$ cat config.mk
export PLATFORM = sky130hd
export DESIGN_NAME = edge_event_monitor
export DESIGN_NICKNAME = d
export VERILOG_FILES = /design/src/rtl/edge_pkg.sv /design/src/rtl/edge_chan.sv /design/src/rtl/edge_event_monitor.sv
export SDC_FILE = /design/constraint.sdc
export NUM_CORES = 1
export LEC_CHECK = 0
export ABC_CLOCK_PERIOD_IN_PS = 4990
export BUFFER_PORTS_ARGS = -buffer_cell sky130_fd_sc_hd__buf_4
export CAP_MARGIN = 30
export CELL_PAD_IN_SITES_DETAIL_PLACEMENT = 1
export CELL_PAD_IN_SITES_GLOBAL_PLACEMENT = 1
export CORE_UTILIZATION = 45
export CTS_BUF_LIST = sky130_fd_sc_hd__clkbuf_2 sky130_fd_sc_hd__clkbuf_4 sky130_fd_sc_hd__clkbuf_8
export CTS_CLUSTER_SIZE = 30
export DETAILED_ROUTE_END_ITERATION = 8
export PLACE_DENSITY_LB_ADDON = 0.1
export SLEW_MARGIN = 20
export SYNTH_ARGS = -nofsm -noshare
export SYNTH_HDL_FRONTEND = slang
export SYNTH_SLANG_ARGS = --single-unit
$ cat constraint.sdc
create_clock -name clk -period 4.99 [get_ports clk]
set_input_delay 1.497 -clock clk [delete_from_list [all_inputs] [get_ports clk]]
set_output_delay 1.497 -clock clk [all_outputs]
set_load 0.01 [all_outputs]
$ cat src/rtl/edge_pkg.sv
// Shared types and helpers for the multi-channel edge event monitor.
package edge_pkg;

    typedef enum logic [1:0] {
        EM_OFF  = 2'b00,
        EM_RISE = 2'b01,
        EM_FALL = 2'b10,
        EM_BOTH = 2'b11
    } edge_mode_e;

    // Saturating add on a 32-bit carrier; the caller passes its own all-ones limit.
    function automatic logic [31:0] sat_add(input logic [31:0] base,
                                            input logic [31:0] inc,
                                            input logic [31:0] max_val);
        logic [32:0] sum;
        sum = {1'b0, base} + {1'b0, inc};
        if (sum > {1'b0, max_val})
            return max_val;
        else
            return sum[31:0];
    endfunction

endpackage

$ cat src/rtl/edge_chan.sv
// One channel: synchroniser chain, stability filter and registered edge pulses.
module edge_chan
    import edge_pkg::*;
#(
    parameter int SYNC_STAGES = 2,
    parameter int FILT_CYCLES = 4
) (
    input  logic clk,
    input  logic rst,
    input  logic sig_in,
    output logic rise_pulse,
    output logic fall_pulse
);

    localparam int CW = $clog2(FILT_CYCLES) + 1;

    logic [SYNC_STAGES-1:0] r_sync;
    logic [CW-1:0]          r_cnt;
    logic                   r_filt;
    logic                   r_filt_d1;
    logic                   w_sync;

    assign w_sync = r_sync[SYNC_STAGES-1];

    always_ff @(posedge clk or posedge rst) begin
        if (rst) begin
            r_sync     <= '0;
            r_cnt      <= '0;
            r_filt     <= 1'b0;
            r_filt_d1  <= 1'b0;
            rise_pulse <= 1'b0;
            fall_pulse <= 1'b0;
        end else begin
            r_sync <= {r_sync[SYNC_STAGES-2:0], sig_in};
            // A new level is accepted only after FILT_CYCLES consecutive sync samples.
            if (w_sync == r_filt) begin
                r_cnt <= '0;
            end else if (r_cnt == CW'(FILT_CYCLES - 1)) begin
                r_filt <= w_sync;
                r_cnt  <= '0;
            end else begin
                r_cnt <= r_cnt + 1'b1;
            end
            r_filt_d1  <= r_filt;
            rise_pulse <= r_filt & ~r_filt_d1;
            fall_pulse <= ~r_filt & r_filt_d1;
        end
    end

endmodule

$ cat src/rtl/edge_event_monitor.sv
// Multi-channel edge monitor: per-channel filtered pulses, sticky pending flags
// and a shared saturating count of mode-qualified events.
module edge_event_monitor
    import edge_pkg::*;
#(
    parameter int N_CH        = 8,
    parameter int SYNC_STAGES = 2,
    parameter int FILT_CYCLES = 4,
    parameter int CNT_W       = 16
) (
    input  logic                  clk,
    input  logic                  rst,
    input  logic [N_CH-1:0]       sig_in,
    input  logic [N_CH-1:0][1:0]  edge_mode,
    input  logic [N_CH-1:0]       clr_pending,
    input  logic                  cnt_clr,
    output logic [N_CH-1:0]       rise_pulse,
    output logic [N_CH-1:0]       fall_pulse,
    output logic [N_CH-1:0]       both_pulse,
    output logic [N_CH-1:0]       pending,
    output logic                  event_any,
    output logic [CNT_W-1:0]      event_cnt
);

    localparam int          PC_W    = $clog2(N_CH + 1);
    localparam logic [31:0] CNT_MAX = 32'hFFFF_FFFF >> (32 - CNT_W);

    logic [N_CH-1:0]  w_hit;
    logic [PC_W-1:0]  w_pop;
    logic [CNT_W-1:0] w_base;
    logic [N_CH-1:0]  r_pending;
    logic [CNT_W-1:0] r_event_cnt;

    for (genvar i = 0; i < N_CH; i++) begin : g_chan
        edge_mode_e w_mode;
        assign w_mode = edge_mode_e'(edge_mode[i]);

        edge_chan #(
            .SYNC_STAGES(SYNC_STAGES),
            .FILT_CYCLES(FILT_CYCLES)
        ) u_chan (
            .clk       (clk),
            .rst       (rst),
            .sig_in    (sig_in[i]),
            .rise_pulse(rise_pulse[i]),
            .fall_pulse(fall_pulse[i])
        );

        // Mode is looked at only alongside a pulse, so mode changes alone never count.
        assign w_hit[i] = (rise_pulse[i] & (w_mode == EM_RISE || w_mode == EM_BOTH)) |
                          (fall_pulse[i] & (w_mode == EM_FALL || w_mode == EM_BOTH));
    end

    always_comb begin
        w_pop = '0;
        for (int i = 0; i < N_CH; i++)
            w_pop = w_pop + PC_W'(w_hit[i]);
    end

    assign w_base = cnt_clr ? '0 : r_event_cnt;

    always_ff @(posedge clk or posedge rst) begin
        if (rst) begin
            r_pending   <= '0;
            r_event_cnt <= '0;
        end else begin
            // Set has priority over a same-cycle clear.
            r_pending   <= (r_pending & ~clr_pending) | w_hit;
            r_event_cnt <= CNT_W'(sat_add(32'(w_base), 32'(w_pop), CNT_MAX));
        end
    end

    assign both_pulse = rise_pulse | fall_pulse;
    assign pending    = r_pending;
    assign event_any  = |r_pending;
    assign event_cnt  = r_event_cnt;

endmodule
* Yosys cells after proc, flatten, opt, wreduce, memory -nomap -nowiden *
Index checks and enable logic that the tools add are counted.

storage, ports and cells
  flip-flop bits (word level) = 96
  input port bits = 35
  output and inout bits = 49
  word-level logic and storage cells = 218

operators by class
  add/subtract/negate cells = 16
  $lt $le $gt $ge = 1
  eq/ne operators = 40
  mux-type cells = 18
  bitwise logic cells = 68
  reductions and logical operators = 25

operator list
  operator                                                          number
  2-to-1 mux 3 bit                                                  16
  bitwise AND 1 bit                                                 32
  equality test 2 bit (second input constant)                       16
  2-to-1 mux 16 bit                                                 2
  adder 3 x 1 -> 3 bit (second input constant)                      8
  equality test 3 x 2 -> 1 bit (second input constant)              8
  NOT 1 bit                                                         24
  adder 16 x 4 -> 17 bit                                            1
  greater-than comparator 17 x 16 -> 1 bit (second input constant)  1
  adder 4 x 1 -> 4 bit                                              4
  equality test 2 x 1 -> 1 bit (second input constant)              8
  logical OR 1 bit                                                  16
  bitwise OR 8 bit                                                  2
  AND reduction 2 bit                                               8
  bitwise AND 8 bit                                                 1
  equality test 1 bit                                               8
  NOT 8 bit                                                         1
  bitwise OR 1 bit                                                  8
  OR reduction 8 bit                                                1
  adder 3 x 1 -> 4 bit                                              1
  adder 2 x 1 -> 3 bit                                              1
  adder 1 x 1 -> 2 bit                                              1

* Longest topological paths before layout *
Gate-level depths: netlist of run 1.

  depth after elaboration = 14
  gate-level depth with buffers = 13
  mapped depth without buffers = 12

* By module *
A second synthesis of run 1 with hierarchy kept.

second synthesis, totals
  cell total of the unflattened synthesis = 300
  area, all modules = 3,963.8 um2

by module, submodules not included
  module              times used  cells an instance  area each (um2)  seq. area each (um2)
  edge_chan           8           19                 314.1            225.2
  edge_event_monitor  1           148                1,451.4          600.6

* Worst setup path before layout of run 1 *
No wires, ideal clock.

  path kind = input to register
  start = in edge_mode[2] (netlist bit)
  end = reg r_event_cnt[14] (netlist: event_cnt[14])
  library setup time = 0.099 ns
  arrival = 4.697 ns
  required time = 4.891 ns
  slack = 0.194 ns
  stages on the path = 12
  buffers on the path = 0
  cell sequence = a22oi_1 -> fa_1 -> fa_1 -> fa_1 -> inv_1 -> fa_1 -> inv_1 -> fa_1 -> nand2b_1 -> a21oi_2 -> a31oi_1 -> a311oi_1

on the way
  word-level cells in the longest chain between the ends = 14
  elaborated cells on any way between the ends = 18
  classes of those cells = add/sub: 8; order compare: 1; eq/ne: 3; mux: 1; bitwise: 3; reduce/logical: 2

RTL lines
  what                                                        RTL line                                            text
  from (decl)                                                 edge_event_monitor.sv:14                            input logic [N_CH-1:0][1:0] edge_mode,
  equality test 2 x 1 -> 1 bit, or another cell as far along  edge_event_monitor.sv:50                            assign w_hit[i] = (rise_pulse[i] & (w_mode == EM_RISE || w_mode == EM_BOTH)) |
  logical OR 1 bit (on tied branches)                         edge_event_monitor.sv:50, edge_event_monitor.sv:51
  bitwise AND 1 bit (on tied branches)                        edge_event_monitor.sv:50, edge_event_monitor.sv:51
  bitwise OR 1 bit (*)                                        edge_event_monitor.sv:50
  adder 1 x 1 -> 2 bit (*)                                    edge_event_monitor.sv:57                            w_pop = w_pop + PC_W'(w_hit[i]);
  adder 2 x 1 -> 3 bit (*)                                    edge_event_monitor.sv:57
  adder 3 x 1 -> 4 bit (*)                                    edge_event_monitor.sv:57
  adder 4 x 1 -> 4 bit (*) (4 in a row)                       edge_event_monitor.sv:57
  adder 16 x 4 -> 17 bit (*)                                  edge_pkg.sv:16                                      sum = {1'b0, base} + {1'b0, inc};
  greater-than comparator 17 x 16 -> 1 bit                    edge_pkg.sv:17                                      if (sum > {1'b0, max_val})
  2-to-1 mux 16 bit (*)                                       edge_pkg.sv:17
  to (signal assigned)                                        edge_event_monitor.sv:69                            r_event_cnt <= CNT_W'(sat_add(32'(w_base), 32'(w_pop), CNT_MAX));
  to (decl)                                                   edge_event_monitor.sv:32                            logic [CNT_W-1:0] r_event_cnt;

Every way passes the cells marked *; elsewhere a longest branch is shown, timed or not.
A chain may end at the register's enable or synchronous reset.

* Worst setup path in the final report of run 1 *
  start = in edge_mode[0] (netlist bit)
  end = reg r_event_cnt[14] (netlist: event_cnt[14])

The elaborated chain is that of the path after synthesis.

==> results of run 1 <==
## registers in the layout (all words and copies together) (netlist names)
name and count:
event_cnt 16, g_chan.u_chan.r_cnt 24, pending 8, g_chan.u_chan.r_sync 16, g_chan.u_chan.r_filt_d1 8, g_chan.u_chan.r_filt 8, g_chan.u_chan.rise_pulse 8, g_chan.u_chan.fall_pulse 8
## critical path, cell delays in order
cell      delay (ns)
buf_4           0.11
a22oi_1         0.32
fa_1            0.50
fa_1            0.53
fa_1            0.41
inv_1           0.09
fa_1            0.20
inv_1           0.07
fa_1            0.42
nand2b_1        0.22
a21oi_2         0.30
a31oi_1         0.15
a311oi_1        0.26
## timing repair
action / in CTS / in global routing
setup endpoints to repair: 0 / 7
buffers inserted: 0 / 1
hold endpoints to repair: 0 / 0
## kinds of logic (layout without fill, tap and decap cells)
family | count (synthesis) | after routing | synth area share (%)
fa+ha+maj | 19 | 19 | 6.738
xor+xnor | 11 | 11 | 2.358
mux | 13 | 13 | 3.430
flops | 96 | 96 | 58.81
buf+inv | 38 | 126 | 4.962
compound gates | 44 | 44 | 7.167
simple gates | 107 | 107 | 16.54
## worst min-delay path by stage
| stage | from | to | slack (ns) | cells after the start |
|---|---|---|---|---|
| after floorplan | g_chan[0].u_chan.r_sync[0]$_DFF_PP0_ | g_chan[0].u_chan.r_sync[1]$_DFF_PP0_ | 0.33 | 0 |
| after global placement | g_chan[0].u_chan.r_sync[0]$_DFF_PP0_ | g_chan[0].u_chan.r_sync[1]$_DFF_PP0_ | 0.33 | 0 |
| after detailed placement | g_chan[4].u_chan.r_sync[0]$_DFF_PP0_ | g_chan[4].u_chan.r_sync[1]$_DFF_PP0_ | 0.34 | 0 |
| after CTS | g_chan[7].u_chan.r_sync[0]$_DFF_PP0_ | g_chan[7].u_chan.r_sync[1]$_DFF_PP0_ | 0.35 | 0 |
| after global routing | g_chan[1].u_chan.r_sync[0]$_DFF_PP0_ | g_chan[1].u_chan.r_sync[1]$_DFF_PP0_ | 0.37 | 0 |
| final | g_chan[4].u_chan.r_sync[0]$_DFF_PP0_ | g_chan[4].u_chan.r_sync[1]$_DFF_PP0_ | 0.35 | 0 |
## cell usage in the layout, fill, tap and decap left out, types with 4 or more instances in the layout
| cell type | instances |
|---|---|
| a21o_1 | 4 |
| a21oi_1 | 6 |
| a22oi_1 | 6 |
| buf_4 | 90 |
| clkbuf_8 | 9 |
| dfrtp_1 | 96 |
| fa_1 | 5 |
| ha_1 | 14 |
| inv_1 | 19 |
| mux2_2 | 8 |
| mux2i_1 | 5 |
| nand2_1 | 14 |
| nand3_1 | 5 |
| nor2_1 | 6 |
| nor2b_1 | 34 |
| nor3_1 | 11 |
| nor3b_1 | 15 |
| o21ai_0 | 15 |
| or2_2 | 8 |
| xnor2_1 | 11 |
## layer usage
metal  part of all wire [%]  vias to the layer above  track usage [%]
li1                       -                     1267                -
met2                     50                       61            30.61
met3                    3.9                       16            3.525
met5                      0                        -                0
met1                     44                     1317            25.56
met4                    2.2                        0            8.371
## power breakdown
group / leakage (nW) / total [mW] / switching [mW] / internal [mW]
sequential: 1.22 / 1.20 / 0.178 / 1.02
combinational: 1.13 / 1.11 / 0.531 / 0.578
clock: 0.102 / 0.525 / 0.277 / 0.248
## metrics by stage
stage	cell area, sq um	instances	hold WS, ns	utilization, %	power (mW)
after global routing	4976	524	0.3671	56.78	3.057
after global placement	4763	507	0.3331	54.35	2.269
after detailed placement	4763	507	0.3358	54.35	2.340
after CTS	4969	523	0.3516	56.70	2.875
after floorplan	4085	328	0.3312	-	1.912
final	4976	524	0.3540	56.78	2.830
## area by class of cell
type	instances	share of cell area [%]
Sequential cell	96	48.28
Multi-Input combinational cell	194	29.75
Timing Repair Buffer	90	13.58
Clock buffer	11	2.791
Tap cell	108	2.716
Inverter	20	1.559
Clock inverter	5	1.333
==> results by group, run 1 <==
Routing
  – First drt pass iteration count: 4
  – DR vias/cell: approximately 5
  – Aggregate routed wire length: ~8.4 mm
  – Detailed-route via count: 2661
  – Number of remaining DRC errors: 0
  – Detailed Route Iter0 Violations: 83
  – Mean routed wirelength per cell: 15.94 microns
  – Count of nets left with antenna violations after detail routing: 0

Floorplanning
  – Rows: 34
  – Die Area: about 9500 sq um
  – Number of primary I/O pins: 84
  – Starting Density: 46.62%
  – Horiz. Die Dim: a little under 100 microns
  – Die outline height: ~100 microns
  – Area of the core: ~9000 sq um

Synth
  – Area fraction of the dominant cell type after synthesis: 58.81%
  – Most numerous cell in the Yosys netlist: dfrtp_1
  – Netlist area before placement: just over 4000 sq um
  – Fraction of the yosys area taken by sequential cells: around three fifths
  – Warnings from Yosys: 0
  – Top cell type by total area after synthesis: dfrtp_1
  – Avg Synthesized Cell Area: 12.45 sq um
  – Net count of the mapped netlist: roughly 380
  – Distinct cells, synth: 40
  – Leading post-synthesis cells by cell area: dfrtp_1, nor2b_1, ha_1
  – Top_reg_cell synth: dfrtp_1
  – Leading cell types by count after synthesis: dfrtp_1, nor2b_1, inv_1
  – Async S/R FF share, synth: between 90% and 100%
  – Count of flip-flops with a built-in enable after synthesis: 0
  – Cells after synthesis: approximately 330
  – Synthesis-stage register bit count: between 90 and 100

Setup path
  – Critical Path End Type: flop
  – Arrival @ worst endpoint: slightly above 5 ns
  – R2r setup slk: 1.02 ns
  – Critical Path Start: edge_mode[0]
  – R2R cell count: 12
  – Required time at the worst-slack endpoint: between 5 and 6 ns
  – R2R Path Start: g_chan[0].u_chan.rise_pulse$_DFF_PP0_
  – Critical path class: input port to flop
  – Setup crit start kind: input port
  – Reg-to-reg critical path endpoint: event_cnt[14]$_DFF_PP0_
  – Critical path capture point: event_cnt[14]$_DFF_PP0_
  – Max FO, Critical Path: 6

CTS
  – CTS HTree Levels: 3
  – Register clock-pin slew on the reported worst setup and hold paths: 0.10 ns
  – Count of clock tree sinks: 96
  – Cts bufs inserted: 9
  – Clock tree from TritonCTS: done
  – Clock tree root driver cell: clkbuf_8
  – Number of buffers between clock root and the deepest sink: 2
  – Post-cts resize count: 0
  – Hold bufs inserted after CTS: 0
  – Latest clock arrival within the worst-skew pair: between 0.3 and 0.4 ns

Flow run
  – Max-capacitance violation count: 0

STA
  – Hold violation total from the final report: 0
  – Tmin final: just under 5 ns
  – Period Utilization, post-route: roughly 96%
  – Actual transition at the worst max-transition pin: 0.8188 ns
  – Highest clock frequency the design can meet: ~0.21 GHz
  – Number of pins with negative max-slew slack in the final report: 0
  – Post-Route Setup TNS: 0 ns
  – Slew margin rel.: 45.41%
  – Endpoints failing setup: 0
  – Worst Clk Skew: 0.01370 ns
  – Post-route setup slack: around 0.18 ns

Status
  – Outcome: completed

Global route
  – Antenna violations before repair: 0
  – All-Layer GR Usage: a little under a fifth
  – Largest net degree at the start of global routing: 68
  – Global-route wire length before repair: 14.12 mm
  – Vias in the first global route: 2843
  – Total gr overflow: 0

Power and ir drop
  – Power per unit of standard cell area: approximately 570 nW/um^2
  – Static leakage: about 2.5 nW
  – Max VDD drop: just under 300 uV

Hold path
  – Hold Path Class: flop to flop

Place
  – Worst setup timing slack at the placement stage: -0.2406 ns
  – I/O Buffers: 83
  – Placer's final routability congestion estimate: 0.7708
  – HPWL Detailed: between 6 and 7 mm

Cells and area
  – Net total in the final layout: about 470
  – Share of final-layout standard cells stronger than drive strength 1: 31.49%
  – # diodes: 0
  – Seq. cell area: 2402 sq um
  – Synth-to-Final Area Change: 21.81%
  – Area taken by multi-input logic gates: ~1500 sq um
  – Filler cells: roughly 940
Power figures use the tool's default switching activity.
==> run 2: changes to the inputs <==
Settings changed: ABC_CLOCK_PERIOD_IN_PS 4990 to 4100, CORE_UTILIZATION 45 to 41.
Clock period 4.99 ns to 4.1 ns, I/O delays scaled along.
==> run 2 against run 1 <==
  * Utilization shrank 3.9 points
  * Setup slack got worse by 0.21 ns
  * Final cell count up 5.5%
  * Non-clock buffer count up 4
  * Sequential share of layout area shrank 1.6 points
  * Combinational power up 36%
  * Sequential cell count unchanged
  * Via count rose by 1.8%
  * Critical endpoint is now event_cnt[4]$_DFF_PP0_
  * The run now ends with negative setup slack left
  * Clock skew down 0.0058 ns
==> results by group, run 2 (same netlist as run 1, synthesis figures left out) <==
CTS
  – CTS HTree Levels: 3 (unchanged)
  – Clock tree from TritonCTS: done
  – Cts bufs inserted: 9 (unchanged)
  – Hold bufs inserted after CTS: 0 (unchanged)
  – Number of buffers between clock root and the deepest sink: 2 (unchanged)
  – Count of clock tree sinks: 96 (unchanged)
  – Latest clock arrival within the worst-skew pair: 0.36 ns (about the same)
  – Register clock-pin slew on the reported worst setup and hold paths: 0.09 ns (about the same)
  – Clock tree root driver cell: clkbuf_8

Routing
  – Count of nets left with antenna violations after detail routing: 0 (unchanged)
  – DR vias/cell: 4.901 (-3.5%)
  – First drt pass iteration count: 4 (unchanged)
  – Aggregate routed wire length: 8.526 mm (+2.1%)
  – Detailed Route Iter0 Violations: 29 (-65%)
  – Detailed-route via count: 2710 (+1.8%)
  – Mean routed wirelength per cell: 15.42 microns (-3.3%)
  – Number of remaining DRC errors: 0 (unchanged)

STA
  – Period Utilization, post-route: 100.7%
  – Hold violation total from the final report: 0 (unchanged)
  – Endpoints failing setup: 8 (+8)
  – Actual transition at the worst max-transition pin: 0.6821 ns (-0.1367 ns)
  – Worst hold slack across all endpoints: 0.3551 ns (+0.001014 ns)
  – Number of pins with negative max-slew slack in the final report: 0 (unchanged)
  – Unrepaired setup endpoints after global routing: yes
  – Highest clock frequency the design can meet: about 0.24 GHz
  – Worst Clk Skew: 0.007938 ns (-0.005759 ns)
  – Post-Route Setup TNS: -0.1027 ns (-0.1027 ns)
  – Tmin final: approximately 4.1 ns
  – Post-route setup slack: -0.02894 ns (-0.2122 ns)
  – Slew margin rel.: 54.53% (+9.1 points)

Cells and area
  – Post-route insts no fill: 553 (+5.5%)
  – Post-layout utilization of the core: 52.88% (-3.9 points)
  – Share of final-layout standard cells stronger than drive strength 1: 35.95% (+4.5 points)
  – Commonest non-fill, non-tap cells in the layout: dfrtp_1, buf_4, nor2b_1, inv_1, nor3b_1
  – Non-Filler Cell Area, Final: 5145 sq um (+3.4%)
  – Largest reg by FF count: g_chan.u_chan.r_cnt
  – Max FFs per register: 24 (unchanged)
  – Commonest non-fill, non-tap cell in the layout: dfrtp_1
  – Synth-to-Final Area Change: 25.94%
  – Net total in the final layout: 469 (+0.86%)
  – # diodes: 0 (unchanged)

Place
  – Placed cell areas: 4863 sq um (+2.1%)
  – I/O Buffers: 83 (unchanged)
  – Total placed cells including tap cells: 536 (+5.7%)
  – HPWL Detailed: 6.413 mm (+3.6%)
  – Placer's final routability congestion estimate: 0.7634 (-0.96%)
  – Worst setup timing slack at the placement stage: -0.5839 ns (-0.3433 ns)

Setup path
  – Max FO, Critical Path: 7 (+1)
  – Arrival @ worst endpoint: 4.42 ns (-0.66 ns)
  – Critical Path Start: edge_mode[2]
  – R2R Path Start: g_chan[1].u_chan.rise_pulse$_DFF_PP0_
  – Critical path class: input port to flop
  – R2R cell count: 13 (+1)
  – Reg-to-reg critical path endpoint: event_cnt[4]$_DFF_PP0_
  – Critical Path End Type: flop
  – Setup crit start kind: input port
  – Critical path capture point: event_cnt[4]$_DFF_PP0_
  – Required time at the worst-slack endpoint: 4.39 ns (-0.87 ns)
  – R2r setup slk: 0.47 ns (-0.55 ns)

Flow run
  – Max-capacitance violation count: 0 (unchanged)

Floorplanning
  – Area of the core: 9729 sq um (+11%)
  – Rows: 36 (+5.9%)
  – Die Area: 10370 sq um (+9.6%)
  – Number of primary I/O pins: 84 (unchanged)
  – Die outline height: 101.8 microns (+4.7%)
  – Starting Density: 41.99% (-4.6 points)
  – Horiz. Die Dim: 101.8 microns (+4.7%)

Power and ir drop
  – Total design power: 3.675 mW (+30%)
  – Static leakage: 2.499 nW (+1.8%)
  – Max VDD drop: 433.0 uV (+50%)
  – Power per unit of standard cell area: 714.2 nW/um^2 (+26%)

Status
  – Violations in the final reports: negative setup slack
  – Outcome: finished with violations

Global route
  – Total gr overflow: 0 (unchanged)
  – Largest net degree at the start of global routing: 58 (-15%)
  – All-Layer GR Usage: 18.53% (-0.57 points)
  – Antenna violations before repair: 0 (unchanged)
  – Vias in the first global route: 2924 (+2.8%)
  – Global-route wire length before repair: 14.44 mm (+2.2%)

Hold path
  – Hold Path Class: flop to flop
  – Min-delay src: g_chan[6].u_chan.r_sync[0]$_DFF_PP0_
[run 2: changes by cell type in the layout (fill, tap and decap cells not counted), sizes merged]
cell / delta
bufinv: +1
clkbuf: -2
clkinv: -1
inv: +1
clkinvlp: +1
buf: +4
[run 2: how the worst min path moves through the flow]
stage,slack (ns),cells after the start,end
3_3_place_gp,0.33,0,g_chan[4].u_chan.r_sync[1]$_DFF_PP0_
4_1_cts,0.36,0,g_chan[6].u_chan.r_sync[1]$_DFF_PP0_
3_5_place_dp,0.34,0,g_chan[6].u_chan.r_sync[1]$_DFF_PP0_
2_1_floorplan,0.33,0,g_chan[0].u_chan.r_sync[1]$_DFF_PP0_
5_1_grt,0.36,0,g_chan[6].u_chan.r_sync[1]$_DFF_PP0_
6_report,0.36,0,g_chan[6].u_chan.r_sync[1]$_DFF_PP0_
[run 2: area by class of cell]
cell class / count / area, sq um
clock inverter: 7 / 103.9
timing repair buffer: 94 / 713.2
fill: 1076 / 4584
inverter: 20 / 77.57
tap: 133 / 166.4
sequential: 96 / 2402
clock buffer: 9 / 123.9
multi-input combinational: 194 / 1558
[run 2: metal layers]
metal | GRT usage (%) | vias to the layer above | routed length, microns | share of wire [%]
li1 | - | 1275 | - | -
met1 | 23.30 | 1375 | 3697 | 43
met2 | 31.81 | 52 | 4422 | 52
met3 | 3.488 | 8 | 309 | 3.6
met4 | 7.253 | 0 | 96 | 1.1
met5 | 0 | - | 0 | 0
[run 2: critical path, stage by stage]
cell,delay (ns)
buf_4,0.11
a22oi_2,0.22
fa_1,0.47
fa_1,0.48
fa_1,0.51
inv_2,0.07
fa_2,0.20
inv_2,0.04
fa_2,0.33
nand2b_4,0.17
a21oi_4,0.23
nand4_1,0.14
buf_6,0.17
o21ai_1,0.07
[run 2: power breakdown]
| group | switching [mW] | leakage, nW | internal [mW] |
|---|---|---|---|
| Combinational | 0.685 | 1.17 | 0.825 |
| Sequential | 0.223 | 1.22 | 1.24 |
| Clock | 0.351 | 0.108 | 0.351 |
[run 2: timing repair]
action / 4_1_cts / 5_1_grt
setup buffers: 1 / 0
pin swaps: 3 / 1
resized for setup: 5 / 5
setup endpoints to repair: 14 / 16
